## src/rtl/sync_ram_fifo.sv

```systemverilog
// Single-clock RAM-backed FIFO with registered output and registered status flags.
// Latency: a pop accepted on edge N presents its word on data_read with read_valid=1 after edge N.
// Backpressure: pushes while full are dropped unless a pop is accepted in the same cycle.
//
// Ports:
//   clk           sole clock, all logic on posedge
//   rst           synchronous active-high reset; clears pointers, count, flags and data_read
//   write_enable  push request, data_write carries the word
//   read_enable   pop request, word appears on data_read one cycle later with read_valid
//   full/empty/almost_full/almost_empty  registered occupancy flags
//   count         occupancy 0..DEPTH
//   overflow/underflow  sticky error flags, cleared only by rst
module sync_ram_fifo #(
  parameter int D_WIDTH       = 16,
  parameter int A_WIDTH       = 5,
  parameter int AFULL_THRESH  = 28,
  parameter int AEMPTY_THRESH = 4
) (
  input  logic               clk,
  input  logic               rst,
  input  logic               write_enable,
  input  logic [D_WIDTH-1:0] data_write,
  input  logic               read_enable,
  output logic [D_WIDTH-1:0] data_read,
  output logic               read_valid,
  output logic               full,
  output logic               empty,
  output logic               almost_full,
  output logic               almost_empty,
  output logic [A_WIDTH:0]   count,
  output logic               overflow,
  output logic               underflow
);

  localparam int              DEPTH    = 2 ** A_WIDTH;
  localparam logic [A_WIDTH:0] DEPTH_C  = (A_WIDTH + 1)'(DEPTH);
  localparam logic [A_WIDTH:0] AFULL_C  = (A_WIDTH + 1)'(AFULL_THRESH);
  localparam logic [A_WIDTH:0] AEMPTY_C = (A_WIDTH + 1)'(AEMPTY_THRESH);
  localparam logic [A_WIDTH:0] ONE_C    = (A_WIDTH + 1)'(1);

  logic [D_WIDTH-1:0] mem [DEPTH];
  logic [A_WIDTH-1:0] wp;
  logic [A_WIDTH-1:0] rp;
  logic               pop_ok;
  logic               push_ok;
  logic [A_WIDTH:0]   count_nxt;

  // A pop frees a slot in the same edge, so a push against a full FIFO is
  // still accepted when paired with a pop. An empty FIFO never pops, so a
  // simultaneous push does not fall through to data_read.
  always_comb begin
    pop_ok    = read_enable && !empty;
    push_ok   = write_enable && (!full || pop_ok);
    count_nxt = count;
    case ({push_ok, pop_ok})
      2'b10:   count_nxt = count + ONE_C;
      2'b01:   count_nxt = count - ONE_C;
      default: count_nxt = count;
    endcase
  end

  // Storage is deliberately not reset; empty=1 after reset hides stale words.
  always_ff @(posedge clk) begin
    if (!rst && push_ok) begin
      mem[wp] <= data_write;
    end
  end

  always_ff @(posedge clk) begin
    if (rst) begin
      wp           <= '0;
      rp           <= '0;
      count        <= '0;
      data_read    <= '0;
      read_valid   <= 1'b0;
      full         <= 1'b0;
      empty        <= 1'b1;
      almost_full  <= 1'b0;
      almost_empty <= 1'b1;
      overflow     <= 1'b0;
      underflow    <= 1'b0;
    end else begin
      if (push_ok) begin
        wp <= wp + 1'b1;
      end
      if (pop_ok) begin
        data_read <= mem[rp];
        rp        <= rp + 1'b1;
      end
      read_valid <= pop_ok;
      count      <= count_nxt;
      // Flags come from the next-state count so they line up with count.
      full         <= (count_nxt == DEPTH_C);
      empty        <= (count_nxt == '0);
      almost_full  <= (count_nxt >= AFULL_C);
      almost_empty <= (count_nxt <= AEMPTY_C);
      overflow     <= overflow  | (write_enable && full && !pop_ok);
      underflow    <= underflow | (read_enable && empty);
    end
  end

endmodule

```

## config.mk

```make
export PLATFORM = sky130hd
export DESIGN_NAME = sync_ram_fifo
export DESIGN_NICKNAME = d
export VERILOG_FILES = /design/src/rtl/sync_ram_fifo.sv
export SDC_FILE = /design/constraint.sdc
export NUM_CORES = 1
export LEC_CHECK = 0
export ABC_AREA = 1
export CORE_ASPECT_RATIO = 0.7
export CORE_UTILIZATION = 40
export CTS_CLUSTER_SIZE = 24
export DETAILED_ROUTE_END_ITERATION = 10
export PLACE_DENSITY = 0.63
export SLEW_MARGIN = 5
export SYNTH_ARGS = -nofsm -noshare
export SYNTH_HDL_FRONTEND = slang
export SYNTH_SLANG_ARGS = --single-unit
```

## constraint.sdc

```tcl
create_clock -name clk -period 3 [get_ports clk]
set_input_delay 0.6 -clock clk [delete_from_list [all_inputs] [get_ports clk]]
set_output_delay 0.6 -clock clk [all_outputs]
set_load 0.05 [all_outputs]
```

==> flow_metrics.env, run 1 <==
export IMPL_row_count=71
export IMPL_cpPeakStageDelay_ps=480
export IMPL_postSynthCellCount=1924
export IMPL_vias_per_cell=5.368
export IMPL_syn_num_nets=1952
export IMPL_antenna_left=0
export IMPL_nets=2046
export IMPL_gp_congestion=0.8804
export IMPL_antenna_found_initial=0
export IMPL_drt_iter0_markers=2131
export IMPL_dpl_hpwl_um=34110
export IMPL_endpoint_kind="register"
export IMPL_yosys_top_cells_area="edfxtp_1, nor2_1, nand2_1"
export IMPL_fp_dieArea_um2=56680
export IMPL_clock_root_buffer="clkbuf_16"
export IMPL_grt_pass1_vias=14170
export IMPL_htree_levels=2
export IMPL_r2r_worst_path_cells=15
export IMPL_timing_hold_ws_ps=466.4
export IMPL_yosys_warnings=0
export IMPL_min_path_cells=2
export IMPL_cp_cell_sequence="clkdlybuf4s50_1 > inv_1 > or2_1 > a21boi_2 > inv_1 > ha_1 > nor2_1 > nor2_1 > ha_1 > a21oi_1 > inv_1 > nand2_1 > nand3_1 > a21oi_1 > nor2_1 > nand3_1 > nand2_1"
export IMPL_cts_path_max_buffers=3
export IMPL_area_delta_synth_final_pct=16.28
export IMPL_core_um2=54370
export IMPL_vias=14970
export IMPL_grt_max_degree=146
export IMPL_slowest_stage="clkdlybuf4s50_1"
export IMPL_die_w_um=284.1
export IMPL_crit_fanout=3
export IMPL_ys_ff_latch=551
export IMPL_cp_required_ps=3460
export IMPL_peakVddDrop_mv=0.4014
export IMPL_drc=0
export IMPL_clock_latency_ps=580
export IMPL_cts_sinks=551
export IMPL_yosys_area_top_type="edfxtp_1"
export IMPL_power_density_nw_per_um2=664.1
export IMPL_seq_area_frac_synth=0.7249
export IMPL_numCtsBuffers=50
export IMPL_p_leak_uw=0.009061
export IMPL_cp_arrival_ps=3170
export IMPL_tightestPinTransition_ps=798.0
export IMPL_finalHoldViolations=0
export IMPL_diodes=0
export IMPL_status="complete, no violations"
export IMPL_wl_per_cell_um=20.95
export IMPL_wl_um=58440
export IMPL_drt_pass1_iterations=6
export IMPL_slew_headroom=0.4680
export IMPL_setup_viol=0
export IMPL_min_to="data_read[0]"
export IMPL_slew_viol_final=0
export IMPL_synth_area_um2=22290
export IMPL_fill_cells=4846
export IMPL_fin_skew_ps=21.86
export IMPL_fmax_mhz=369.6
export IMPL_post_place_ws_ps=-173.6
export IMPL_fp_dieH_um=199.5
export IMPL_drv_cap=0
export IMPL_timing_final_ws_setup_ps=294.3
export IMPL_rsz0062_at_grt="false"
export IMPL_r2r_slack_ps=480
export IMPL_critPathKind="in -> reg"
export IMPL_final_cell_mix="edfxtp_1, nor2_1, nand2_1, nand3_1, o21ai_0"
export IMPL_hold_path_class="reg -> reg"
export IMPL_min_period_over_period=0.9019
export IMPL_fin_crit_ps=2706
export IMPL_r2r_end="almost_empty"
export IMPL_postSynthAreaPerCell_um2=11.58
export IMPL_initial_utilization=0.4099
export IMPL_r2r_start="empty"
export IMPL_top_level_ports=49
export IMPL_path_clk_slew_ps=70
export IMPL_hold_start="data_read[0]"
export IMPL_portBuffers=48
export IMPL_start_kind="input pin"
export IMPL_synth_top_area_share=0.6899
export IMPL_drive_gt1_frac=0.09568
export IMPL_cts_tree="yes"
export IMPL_cts_hold_fix_buffers=0
export IMPL_track_usage=0.2067
export IMPL_final_common_cell="edfxtp_1"
export IMPL_gr_total_overflow=0
export IMPL_ys_types=27
export IMPL_grt_pass1_wl_um=88020
## sequential cells by signal, summed over array words and instances (netlist names)
register	cells
empty	1
underflow	1
rp	5
almost_empty	1
wp	5
data_read	16
mem	512
full	1
almost_full	1
count	6
overflow	1
read_valid	1
## per-stage QoR
stage / cell area (um^2) / instances / power, uW / setup TNS (ps) / utilization
2_1_floorplan: 22290 / 1924 / 9896 / 0 / -
3_3_place_gp: 24170 / 2696 / 10570 / -490.9 / 0.4445
3_5_place_dp: 24170 / 2696 / 10600 / -700.4 / 0.4445
4_1_cts: 25910 / 2789 / 17300 / 0 / 0.4766
5_1_grt: 25910 / 2789 / 17800 / 0 / 0.4766
6_report: 25910 / 2789 / 17210 / 0 / 0.4766
## metal layers
| layer | up-vias | wire length, um | GRT usage |
|---|---|---|---|
| met3 | 79 | 5632 | 0.04737 |
| met4 | 2 | 1194 | 0.05117 |
| met2 | 621 | 24970 | 0.3025 |
| li1 | 6933 | - | - |
| met5 | - | 168 | 0.02155 |
| met1 | 7336 | 26480 | 0.3073 |
## where the power goes
part	internal [uW]	switching, uW
logic	568	1340
clock network	3930	2810
registers	8470	84.7
total	13000	4230
## worst max-delay path: cells and delay by family
family	cells	cell delay [ps]
compound gates	3	540
fa+ha+maj	2	390
buf+inv	4	690
simple gates	8	950
## kinds of logic (layout without fill, tap and decap cells)
family / count (synthesis) / in the layout / synth area share
fa+ha+maj: 8 / 8 / 0.004492
compound gates: 282 / 282 / 0.06547
flops: 551 / 551 / 0.7249
simple gates: 934 / 934 / 0.1701
xor+xnor: 3 / 3 / 0.001179
buf+inv: 146 / 281 / 0.03385
## how the worst max path moves through the flow
stage | end | start | slack [ps]
2_1_floorplan | full | empty | 130
3_3_place_gp | full | read_enable | -190
3_5_place_dp | full | read_enable | -170
4_1_cts | full | read_enable | 330
5_1_grt | full | read_enable | 60
6_report | almost_empty | read_enable | 290
## cell usage after synthesis
cell	count
inv_4	2
buf_1	5
dfxtp_1	39
nor3_1	5
a21boi_2	1
o211ai_1	16
o21ai_1	29
inv_2	1
nand2_1	335
or2_1	2
clkinv_1	3
nor2_1	376
nand3_1	214
edfxtp_1	512
buf_6	13
a31oi_1	1
buf_8	1
inv_1	28
buf_2	35
or2_2	1
xnor2_1	3
ha_1	8
clkbuf_1	45
a21oi_1	60
buf_4	13
o21ai_0	175
nor2_2	1
## area by class of cell
class                   instances  area [um^2]  area share
clock buffers                  78         1563     0.06031
well taps                     730        913.4     0.03525
flip-flops and latches        551        16160      0.6237
multi-input cells            1227         5378      0.2075
inverters                      34        135.1    0.005215
clock inverters                15        185.2    0.007146
repair buffers                154         1577     0.06084
## what timing repair did
| item | CTS | global route |
|---|---|---|
| hold endpoints to repair | 0 | 0 |
| setup endpoints to repair | 0 | 1 |
| gates resized for setup | 0 | 1 |
| buffers inserted | 0 | 0 |
Note: power is estimated with default switching activity, not from simulation.
==> run 2: changes to the inputs <==
--- a/config.mk
+++ b/config.mk
@@ -11,6 +11,7 @@
 export CTS_CLUSTER_SIZE = 24
 export DETAILED_ROUTE_END_ITERATION = 10
 export PLACE_DENSITY = 0.63
+export SKIP_LAST_GASP = 1
 export SLEW_MARGIN = 5
 export SYNTH_ARGS = -nofsm -noshare
 export SYNTH_HDL_FRONTEND = slang
==> results of run 2 <==
Same layout as run 1: the final DEF is identical, and so are final timing and power.
==> run 3: changes to the inputs <==
--- a/config.mk
+++ b/config.mk
@@ -5,7 +5,6 @@
 export SDC_FILE = /design/constraint.sdc
 export NUM_CORES = 1
 export LEC_CHECK = 0
-export ABC_AREA = 1
 export CORE_ASPECT_RATIO = 0.7
 export CORE_UTILIZATION = 40
 export CTS_CLUSTER_SIZE = 24
==> flow_metrics.env, run 3 <==
export IMPL_status="complete, no violations"
export IMPL_timing_hold_ws_ps=481.2
export IMPL_cp_required_ps=3510
export IMPL_synth_edf_count=512
export IMPL_cts_sinks=551
export IMPL_vias=10950
export IMPL_cts_resized=0
export IMPL_p_leak_uw=0.007754
export IMPL_grt_max_degree=50
export IMPL_portBuffers=48
export IMPL_final_common_cell="edfxtp_1"
export IMPL_postSynthCellCount=1080
export IMPL_fin_skew_ps=31.38
export IMPL_antenna_found_initial=0
export IMPL_grt_pass1_wl_um=72980
export IMPL_async_flop_share=0
export IMPL_ys_ff_latch=551
export IMPL_grt_use_met1=0.2959
export IMPL_clock_root_buffer="clkbuf_16"
export IMPL_wl_per_cell_um=25.75
export IMPL_fmax_mhz=356.3
export IMPL_fin_util=0.4798
export IMPL_initial_utilization=0.4053
export IMPL_grt_pass1_vias=10730
export IMPL_setup_viol=0
export IMPL_row_count=70
export IMPL_ys_flop_type="edfxtp_1"
export IMPL_dpl_hpwl_um=31000
export IMPL_final_cell_mix="edfxtp_1, mux4_2, buf_4, mux2i_1, clkbuf_16"
export IMPL_ys_types=54
export IMPL_slew_headroom=0.3135
export IMPL_grt_use_met3=0.04616
export IMPL_path_clk_slew_ps=60
export IMPL_final_cells=1954
export IMPL_slew_viol_final=0
export IMPL_vias_per_cell=5.601
export IMPL_drive_gt1_frac=0.2364
export IMPL_tightestPinTransition_ps=1028
export IMPL_clock_latency_ps=590
export IMPL_cts_setup_buffers=0
export IMPL_ys_top_cells_by_count="edfxtp_1, mux4_2, mux2i_1"
export IMPL_wl_um=50320
export IMPL_power_density_nw_per_um2=688.9
export IMPL_syn_num_nets=1108
export IMPL_cp_arrival_ps=3310
export IMPL_antenna_left=0
export IMPL_crit_fanout=3
export IMPL_yosys_area_top_type="edfxtp_1"
export IMPL_largest_reg_flops=512
export IMPL_drt_iter0_markers=1092
export IMPL_die_w_um=276.9
export IMPL_cts_path_max_buffers=3
export IMPL_fin_crit_ps=2806
export IMPL_endpoint_kind="register"
export IMPL_synth_area_um2=21160
export IMPL_top_register="mem"
export IMPL_min_period_over_period=0.9354
export IMPL_fp_dieArea_um2=53830
export IMPL_cts_tree="yes"
export IMPL_hold_path_class="reg -> reg"
export IMPL_track_usage=0.1867
export IMPL_numCtsBuffers=51
export IMPL_drt_pass1_iterations=5
export IMPL_nets=1256
export IMPL_use_met2=0.2605
export IMPL_synth_top_area_share=0.7267
export IMPL_fill_cells=4272
export IMPL_start_kind="input pin"
export IMPL_critPathKind="in -> reg"
export IMPL_area_delta_synth_final_pct=18.39
export IMPL_largest_registers="mem x512, data_read x16, count x6"
export IMPL_drc=0
export IMPL_synthMostInstantiatedCell="edfxtp_1"
export IMPL_cts_hold_fix_buffers=0
export IMPL_rsz0062_at_grt="false"
export IMPL_top_level_ports=49
export IMPL_dp_cells=1859
export IMPL_postSynthAreaPerCell_um2=19.59
export IMPL_gr_total_overflow=0
export IMPL_yosys_top_cells_area="edfxtp_1, mux4_2, dfxtp_1"
export IMPL_peakVddDrop_mv=0.4741
export IMPL_fp_dieH_um=194.4
export IMPL_total_power_uw=17260
export IMPL_htree_levels=2
export IMPL_yosys_warnings=0
export IMPL_drv_cap=0
export IMPL_seq_area_frac_synth=0.7636
export IMPL_finalHoldViolations=0
export IMPL_busiest_layer="met1"
export IMPL_gp_congestion=0.8153
export IMPL_core_um2=52200
run 3: cell types whose count changed after synthesis, moves of 22 or more:
cell | previous run | this run
mux4_2 | 0 | 97
nand3_1 | 214 | 5
nand2_1 | 335 | 50
o21ai_0 | 175 | 1
o21ai_1 | 29 | 1
nor2_1 | 376 | 55
mux2i_1 | 0 | 64
a22oi_1 | 0 | 31
a21oi_1 | 60 | 22
inv_1 | 28 | 6
run 3: worst max-delay path, stage by stage:
cell and delay (ps):
clkdlybuf4s50_1 530, nand2b_4 70, nand2_1 50, and2_1 180, inv_4 40, ha_2 170
xor2_1 150, ha_2 200, or3b_1 360, o2111ai_2 90, o21ai_1 120, or4_1 410
nand4_1 140, and4bb_1 200
run 3: cells by family (layout without fill, tap and decap cells):
family / Yosys count / in the layout / share of synthesized area
xor gates and xnor gates: 14 / 14 / 0.005796
DFF: 551 / 551 / 0.7636
other: 0 / 1 / 0
AOI/OAI and AO/OA: 133 / 133 / 0.04660
muxes: 161 / 161 / 0.1335
buffers and inverters: 70 / 259 / 0.01437
adders and majority gates: 8 / 8 / 0.004731
and+or+nand+nor: 143 / 143 / 0.03140
run 3: area by class of cell:
cell class / count / area (um^2) / area share
clock inverter: 34 / 361.6 / 0.01444
tap: 684 / 855.8 / 0.03417
inverter: 7 / 28.78 / 0.001149
clock buffer: 60 / 1310 / 0.05230
sequential: 551 / 16170 / 0.6455
antenna: 1 / 2.502 / 0.00009990
timing repair buffer: 158 / 1582 / 0.06314
multi-input combinational: 459 / 4740 / 0.1892
run 3: layer usage:
metal | vias up | share of wire | routed length, um
met5 | - | 0 | 0
met4 | 0 | 0.013 | 635
li1 | 4745 | - | -
met1 | 5740 | 0.46 | 23350
met2 | 411 | 0.43 | 21710
met3 | 49 | 0.092 | 4618
run 3: power by group:
| group | internal, uW | switching [uW] | total (uW) |
|---|---|---|---|
| logic | 938 | 1160 | 2100 |
| registers | 8500 | 137 | 8640 |
| clock network | 3730 | 2780 | 6520 |
run 3: final timing paths:
check,start,endpoint,slack (ps),cells past startpoint
max reg2reg,empty,full,330,13
max,read_enable,full,190,14
min reg2reg,data_read[12],data_read[12],480,1
min,data_read[12],data_read[12],480,1
run 3: through the flow:
step	worst slack [ps]	TNS, ps	area, um^2
after floorplan	31.21	0	21200
after global placement	-351.6	-1409	23370
after detailed placement	-375.1	-1586	23370
after CTS	226.2	0	25040
after global routing	52.66	0	25050
final	193.7	0	25050
